File: src/rtl/seq_det_pkg.sv
// Shared constants, helper function and beat classification for the parametrised sequence detector.
package seq_det_pkg;

    localparam int unsigned DATA_W_DEF  = 8;
    localparam int unsigned SEQ_LEN_DEF = 3;
    localparam int unsigned CNT_W_DEF   = 8;
    localparam int unsigned TIMEOUT_DEF = 16;

    localparam logic [CNT_W_DEF-1:0] HIT_CNT_SAT_DEF = {CNT_W_DEF{1'b1}};

    // Outcome of one cycle seen from the progress register's point of view
    typedef enum logic [2:0] {
        BEAT_NONE    = 3'd0,
        BEAT_ADV     = 3'd1,
        BEAT_DONE    = 3'd2,
        BEAT_RESTART = 3'd3,
        BEAT_DROP    = 3'd4
    } beat_e;

    function automatic int unsigned clog2_min1(input int unsigned n);
        if (n <= 32'd1) return 1;
        return $clog2(n);
    endfunction

endpackage

File: src/rtl/seq_detector_param_if.sv
// Stream, pattern and result bundle between a stimulus source (master) and the detector (slave).
interface seq_detector_param_if
    import seq_det_pkg::*;
#(
    parameter int unsigned DATA_W  = DATA_W_DEF,
    parameter int unsigned SEQ_LEN = SEQ_LEN_DEF,
    parameter int unsigned CNT_W   = CNT_W_DEF
) ();

    localparam int unsigned PROG_W = clog2_min1(SEQ_LEN);

    logic                        in_valid;
    logic [DATA_W-1:0]           in_data;
    logic [SEQ_LEN*DATA_W-1:0]   pattern;
    logic                        clr;
    logic                        match;
    logic                        found;
    logic [CNT_W-1:0]            hit_cnt;
    logic [PROG_W-1:0]           progress;

    modport master (
        output in_valid, in_data, pattern, clr,
        input  match, found, hit_cnt, progress
    );

    modport slave (
        input  in_valid, in_data, pattern, clr,
        output match, found, hit_cnt, progress
    );

endinterface

File: src/rtl/sat_counter.sv
// Saturating up-counter; clear wins over increment, and the count never wraps.
module sat_counter #(
    parameter int unsigned W = 8
) (
    input  logic         clk,
    input  logic         rst,
    input  logic         i_inc,
    input  logic         i_clr,
    output logic [W-1:0] o_cnt
);

    localparam logic [W-1:0] SAT_MAX = {W{1'b1}};

    logic [W-1:0] r_cnt;

    always_ff @(posedge clk) begin
        if (rst) begin
            r_cnt <= '0;
        end else if (i_clr) begin
            r_cnt <= '0;
        end else if (i_inc && (r_cnt != SAT_MAX)) begin
            r_cnt <= r_cnt + W'(1);
        end
    end

    assign o_cnt = r_cnt;

endmodule

File: src/rtl/seq_detector_param.sv
// Programmable non-overlapping sequence detector: match pulse, sticky found flag, saturating hit count.
// Optional build macro SEQ_DET_TIMEOUT_EN drops partial progress after TIMEOUT idle cycles.
module seq_detector_param
    import seq_det_pkg::*;
#(
    parameter int unsigned DATA_W  = DATA_W_DEF,
    parameter int unsigned SEQ_LEN = SEQ_LEN_DEF,
    parameter int unsigned CNT_W   = CNT_W_DEF,
    parameter int unsigned TIMEOUT = TIMEOUT_DEF
) (
    input  logic                  clk,
    input  logic                  rst,
    seq_detector_param_if.slave   bus
);

    localparam int unsigned PROG_W = clog2_min1(SEQ_LEN);
    localparam logic [PROG_W-1:0] LAST = PROG_W'(SEQ_LEN - 1);

`ifdef SEQ_DET_TIMEOUT_EN
    localparam bit TIMEOUT_USED = 1'b1;
`else
    localparam bit TIMEOUT_USED = 1'b0;
`endif

    if ((SEQ_LEN < 1) || (TIMEOUT_USED && (TIMEOUT < 1))) begin : g_cfg_check
        $error("seq_detector_param: SEQ_LEN and TIMEOUT must be at least 1");
    end

    logic [PROG_W-1:0] r_progress;
    logic              r_match;
    logic              r_found;
    logic [PROG_W-1:0] w_progress_nxt;
    logic              w_match_nxt;
    logic              w_hit;
    logic              w_timeout;
    logic [DATA_W-1:0] w_sym_cur;
    logic [DATA_W-1:0] w_sym_first;
    beat_e             w_beat;

`ifdef SEQ_DET_TIMEOUT_EN
    localparam int unsigned IDLE_W = clog2_min1(TIMEOUT + 1);

    logic [IDLE_W-1:0] w_idle_cnt;
    logic              w_idle_inc;

    // Counts idle cycles only while a partial sequence is held
    assign w_idle_inc = !bus.in_valid && (r_progress != '0);
    assign w_timeout  = w_idle_inc && (w_idle_cnt == IDLE_W'(TIMEOUT - 1));

    sat_counter #(.W(IDLE_W)) u_idle_cnt (
        .clk   (clk),
        .rst   (rst),
        .i_inc (w_idle_inc),
        .i_clr (!w_idle_inc),
        .o_cnt (w_idle_cnt)
    );
`else
    assign w_timeout = 1'b0;
`endif

    // Next-state and beat classification
    always_comb begin
        w_sym_first    = bus.pattern[0 +: DATA_W];
        w_sym_cur      = bus.pattern[0 +: DATA_W];
        w_beat         = BEAT_NONE;
        w_progress_nxt = r_progress;
        w_match_nxt    = 1'b0;

        for (int k = 0; k < SEQ_LEN; k++) begin
            if (r_progress == PROG_W'(k)) w_sym_cur = bus.pattern[k*DATA_W +: DATA_W];
        end

        if (bus.in_valid) begin
            if (bus.in_data == w_sym_cur) begin
                if (r_progress == LAST) begin
                    w_beat         = BEAT_DONE;
                    w_progress_nxt = '0;
                    w_match_nxt    = 1'b1;
                end else begin
                    w_beat         = BEAT_ADV;
                    w_progress_nxt = r_progress + PROG_W'(1);
                end
            end else if (bus.in_data == w_sym_first) begin
                // Only reachable with SEQ_LEN > 1, so progress 1 is in range
                w_beat         = BEAT_RESTART;
                w_progress_nxt = PROG_W'(1);
            end else begin
                w_beat         = BEAT_DROP;
                w_progress_nxt = '0;
            end
        end else if (w_timeout) begin
            w_progress_nxt = '0;
        end
    end

    assign w_hit = (w_beat == BEAT_DONE);

    always_ff @(posedge clk) begin
        if (rst) begin
            r_progress <= '0;
            r_match    <= 1'b0;
            r_found    <= 1'b0;
        end else begin
            r_progress <= w_progress_nxt;
            r_match    <= w_match_nxt;
            if (bus.clr) begin
                r_found <= 1'b0;
            end else if (w_hit) begin
                r_found <= 1'b1;
            end
        end
    end

    sat_counter #(.W(CNT_W)) u_hit_cnt (
        .clk   (clk),
        .rst   (rst),
        .i_inc (w_hit),
        .i_clr (bus.clr),
        .o_cnt (bus.hit_cnt)
    );

    assign bus.match    = r_match;
    assign bus.found    = r_found;
    assign bus.progress = r_progress;

endmodule

File: src/flat_wrapper.sv
// flat-port wrapper written by rule: the top's interface ports become plain ports
module seq_detector_param_flat import seq_det_pkg::*;
#(
    parameter int unsigned DATA_W  = DATA_W_DEF,
    parameter int unsigned SEQ_LEN = SEQ_LEN_DEF,
    parameter int unsigned CNT_W   = CNT_W_DEF,
    parameter int unsigned TIMEOUT = TIMEOUT_DEF
)
  (clk, rst, bus_in_valid, bus_in_data, bus_pattern, bus_clr, bus_match, bus_found, bus_hit_cnt, bus_progress);
  seq_detector_param_if #(.DATA_W(DATA_W), .SEQ_LEN(SEQ_LEN), .CNT_W(CNT_W)) bus_i ();
  input  logic clk;
  input  logic rst;
  input wire logic [$bits(bus_i.in_valid)-1:0] bus_in_valid;
  input wire logic [$bits(bus_i.in_data)-1:0] bus_in_data;
  input wire logic [$bits(bus_i.pattern)-1:0] bus_pattern;
  input wire logic [$bits(bus_i.clr)-1:0] bus_clr;
  output wire logic [$bits(bus_i.match)-1:0] bus_match;
  output wire logic [$bits(bus_i.found)-1:0] bus_found;
  output wire logic [$bits(bus_i.hit_cnt)-1:0] bus_hit_cnt;
  output wire logic [$bits(bus_i.progress)-1:0] bus_progress;
  assign bus_i.in_valid = bus_in_valid;
  assign bus_i.in_data = bus_in_data;
  assign bus_i.pattern = bus_pattern;
  assign bus_i.clr = bus_clr;
  assign bus_match = bus_i.match;
  assign bus_found = bus_i.found;
  assign bus_hit_cnt = bus_i.hit_cnt;
  assign bus_progress = bus_i.progress;
  seq_detector_param #(.DATA_W(DATA_W), .SEQ_LEN(SEQ_LEN), .CNT_W(CNT_W), .TIMEOUT(TIMEOUT)) u_core (.clk(clk), .rst(rst), .bus(bus_i));
endmodule
File: config.mk
export PLATFORM = sky130hd
export DESIGN_NAME = seq_detector_param_flat
export DESIGN_NICKNAME = d
export VERILOG_FILES = /design/src/rtl/seq_det_pkg.sv /design/src/rtl/seq_detector_param_if.sv /design/src/rtl/sat_counter.sv /design/src/rtl/seq_detector_param.sv /design/src/flat_wrapper.sv
export SDC_FILE = /design/constraint.sdc
export NUM_CORES = 1
export LEC_CHECK = 0
export CORE_ASPECT_RATIO = 1.2
export CORE_MARGIN = 4
export CORE_UTILIZATION = 46
export CTS_BUF_LIST = sky130_fd_sc_hd__clkbuf_4 sky130_fd_sc_hd__clkbuf_8
export DETAILED_ROUTE_END_ITERATION = 6
export PLACE_DENSITY = 0.87
export RECOVER_POWER = 100
export SLEW_MARGIN = 20
export SYNTH_ARGS = -nofsm -noshare
export SYNTH_HDL_FRONTEND = slang
export SYNTH_HIERARCHICAL = 1
export SYNTH_SLANG_ARGS = --single-unit
File: constraint.sdc
create_clock -name clk -period 5 [get_ports clk]
set_input_delay 1 -clock clk [delete_from_list [all_inputs] [get_ports clk]]
set_output_delay 1 -clock clk [all_outputs]
set_load 0.1 [all_outputs]
==> impl_summary.txt <==
----------------------------------------------------
[Outcome]
  Status ... finished, final reports clean

[Synth]
  Dominant cells by area after synthesis ... sky130_fd_sc_hd__mux2i_1 (26%), sky130_fd_sc_hd__dfxtp_1 (23%), sky130_fd_sc_hd__xnor2_1 (13%), sky130_fd_sc_hd__nand4_1 (4.1%), sky130_fd_sc_hd__a21oi_1 (2.8%)
  Number of enable flip-flop cells after synthesis ... 0
  Total number of yosys warnings ... 6
  Distinct cells, synth ... 30
  List of most frequent post-synthesis cells ... sky130_fd_sc_hd__mux2i_1 (28), sky130_fd_sc_hd__xnor2_1 (16), sky130_fd_sc_hd__dfxtp_1 (12)
  Area share of the largest cell type after synthesis ... 26.38%
  Most used flip-flop cell after synthesis ... sky130_fd_sc_hd__dfxtp_1
  Synthesized flop and latch total ... 12
  Seq/Total Area, Yosys ... 22.61%
  Cell area after synthesis ... 0.001062 mm2
  Top-count cell post-synth ... sky130_fd_sc_hd__mux2i_1
  Ys async rst share ... 0%
  Post-Syn Area per Cell ... 9.157 um2
  Synthesized netlist net count ... 153
  Mapped Cells ... 116
  Cell type with the highest aggregate area in the netlist ... sky130_fd_sc_hd__mux2i_1

[Placed design]
  Worst setup timing slack at the placement stage ... 1.411 ns
  Number of buffer cells added on primary ports ... 47
  Routability-driven placement congestion ratio ... 0.7510

[Clocking]
  CTS resizes ... 0
  CTS buffer count ... 3
  Number of buffers on the longest clock path ... 2
  Root Driver ... sky130_fd_sc_hd__clkbuf_4
  CTS tree ... yes
  Count of H-tree levels built during CTS ... 1
  Clock slew at reported path FFs ... 0.07 ns
  Clock latency on the worst-skew pair ... 0.27 ns
  Post-CTS Setup Inserts ... 0
  Clock sink total ... 12
  Quantity of hold-fixing buffers added after cts ... 0

[Detailed routing]
  First-pass iteration count of the detailed router ... 4
  Number of design rule violations left after detail routing ... 0
  Detailed-route vias per instance ... 5.549
  Remaining number of nets flagged by the antenna check after routing ... 0
  Wirelength, routed ... 2.709 mm
  Detail-routed net length per standard cell ... 14.04 um
  Via count ... 1071
  Number of violations reported at the end of detailed-routing iteration 0 ... 17

[Timing]
  Final critical path time including I/O delays and setup ... 3.685 ns
  Slew headroom ... 33.08%
  Maximum operating frequency ... 271.4 MHz
  Setup violators final ... 0
  Final-layout worst hold slack ... 0.4929 ns
  Final sum of negative setup slack ... 0 ns
  Final worst path period share ... 73.70%
  Number of pins with negative max-slew slack in the final report ... 0
  Tightest Pin Transition ... 1.002 ns
  Setup repair after global routing missed its margin ... no
  Number of hold violations in the final report ... 0
  Setup slack of the critical path after layout ... 1.315 ns
  Final clock skew ... 0.002173 ns

[Critical path]
  Cells along the critical path ... dlygate4sd3_1, mux2i_1, mux2i_1, xnor2_1, nand4_1, nor4_1, nand3_1, or4_1, and3_1
  Critical Path Max Stage Delay ... 0.76 ns
  Type of element launching the critical path ... primary input
  Data required time at the worst endpoint ... 5.17 ns
  Launch point of the worst path ... bus_pattern[5]
  Cell seen most often among critical-path stages ... sky130_fd_sc_hd__mux2i_1
  Maximum fanout along the worst path ... 7
  Kind of cell with the highest combined delay on the critical path ... simple AND/OR/NAND/NOR gates
  Max stage delay cell, worst path ... sky130_fd_sc_hd__nor4_1
  Sum of buffers and inverters on the critical path ... 1
  Critical path start-end classification ... in2reg
  Worst reg2reg path startpoint ... u_core/bus.progress[0]$_SDFFE_PP0P_
  Worst Path Arrival ... 3.86 ns
  Crit. End Element ... flop

[Die]
  Count of standard-cell rows ... 18
  Core Box Area ... 0.002140 mm2
  Horiz. Die Dim ... 51.87 um
  Die footprint ... 0.003145 mm2
  Vertical die dimension ... 60.64 um
  Initial cell density of the core ... 49.65%
  IO Pins ... 48

[Final layout]
  Area growth from synthesis to layout ... 47.47%
  Share of layout cells above drive strength 1 ... 5.521%
  Net count, final ... 201
  Number of antenna cells inserted ... 0
  Post-layout util ... 73.22%

[Global routing]
  Via count of the first global-routing pass ... 1103
  Total congestion overflow after global routing ... 0
  Initial antenna violation count ... 0
  Global-route wire length before repair ... 4.374 mm
  All-layer global routing usage ... 18.31%
  Maximum number of pins on one net before global-route repair ... 22

[Pwr]
  Largest vdd supply drop ... 0.1065 mV
  Sum of internal, switching and leakage power ... 0.2489 mW
  Static power due to leakage ... 0.5470 nW
  Power per unit of standard cell area ... 158.9 mW/mm2

[Worst hold path]
  Hold wc startpoint ... u_core/bus.found$_SDFFE_PP0N_
  Class of the tightest hold or removal check ... reg2reg

[Flow run]
  Max-capacitance violation count ... 0

----------------------------------------------------
[cells in the final DEF (no fill, tap or decap), types with 3 or more instances in the layout]
| cell type | count |
|---|---|
| sky130_fd_sc_hd__and3_1 | 3 |
| sky130_fd_sc_hd__nor2_1 | 3 |
| sky130_fd_sc_hd__mux2i_1 | 28 |
| sky130_fd_sc_hd__and4_1 | 3 |
| sky130_fd_sc_hd__or3_1 | 3 |
| sky130_fd_sc_hd__nor4_1 | 3 |
| sky130_fd_sc_hd__clkdlybuf4s50_1 | 34 |
| sky130_fd_sc_hd__o21ai_0 | 3 |
| sky130_fd_sc_hd__xnor2_1 | 16 |
| sky130_fd_sc_hd__clkbuf_4 | 3 |
| sky130_fd_sc_hd__nand2_1 | 7 |
| sky130_fd_sc_hd__dlygate4sd3_1 | 13 |
| sky130_fd_sc_hd__nand4_1 | 7 |
| sky130_fd_sc_hd__dfxtp_1 | 12 |
| sky130_fd_sc_hd__a21oi_1 | 6 |
[state kept, by name, indices dropped and copies added, names as in the netlist]
| register | flops |
|---|---|
| u_core/bus.found | 1 |
| u_core/bus.progress | 2 |
| u_core/u_hit_cnt/o_cnt | 8 |
| u_core/bus.match | 1 |
[kinds of logic (layout without fill, tap and decap cells)]
| kind of cell | Yosys count | after routing | synth area share (%) |
|---|---|---|---|
| compound gates | 15 | 15 | 10.60 |
| xor+xnor | 16 | 16 | 13.19 |
| fa+ha+maj | 1 | 1 | 1.178 |
| buf+inv | 6 | 53 | 3.887 |
| flops | 12 | 12 | 22.61 |
| mux | 28 | 28 | 26.38 |
| simple gates | 38 | 38 | 22.15 |
[routing by layer]
metal	routed length [um]	global-route usage (%)
met5	0	0
met4	45	8.989
met3	187	4.177
met2	1435	36.27
met1	1041	17.31
[through the flow]
step	cells	area (um2)
6_report	193	1567
5_1_grt	193	1567
4_1_cts	193	1573
3_5_place_dp	189	1536
3_3_place_gp	189	1536
2_1_floorplan	116	1062
[where the power goes]
part	switching (mW)	internal [mW]
registers	0.00334	0.0958
clock network	0.0326	0.0443
logic	0.0289	0.0440
[final cells by class]
| type | instances | area (um2) |
|---|---|---|
| Fill cell | 165 | 573.1 |
| Inverter | 2 | 7.507 |
| Timing Repair Buffer | 47 | 470.5 |
| Sequential cell | 12 | 240.2 |
| Multi-Input combinational cell | 98 | 774.5 |
| Tap cell | 30 | 37.54 |
| Clock buffer | 4 | 36.28 |
[worst paths after layout]
kind	to	slack (ns)	cells after the start
min reg2reg	u_core/bus.found$_SDFFE_PP0N_	0.49	1
max reg2reg	u_core/u_hit_cnt/o_cnt[6]$_SDFFE_PP0P_	1.49	8
min	u_core/bus.found$_SDFFE_PP0N_	0.49	1
max	u_core/u_hit_cnt/o_cnt[6]$_SDFFE_PP0P_	1.32	9
(Power assumes the default switching activity.)
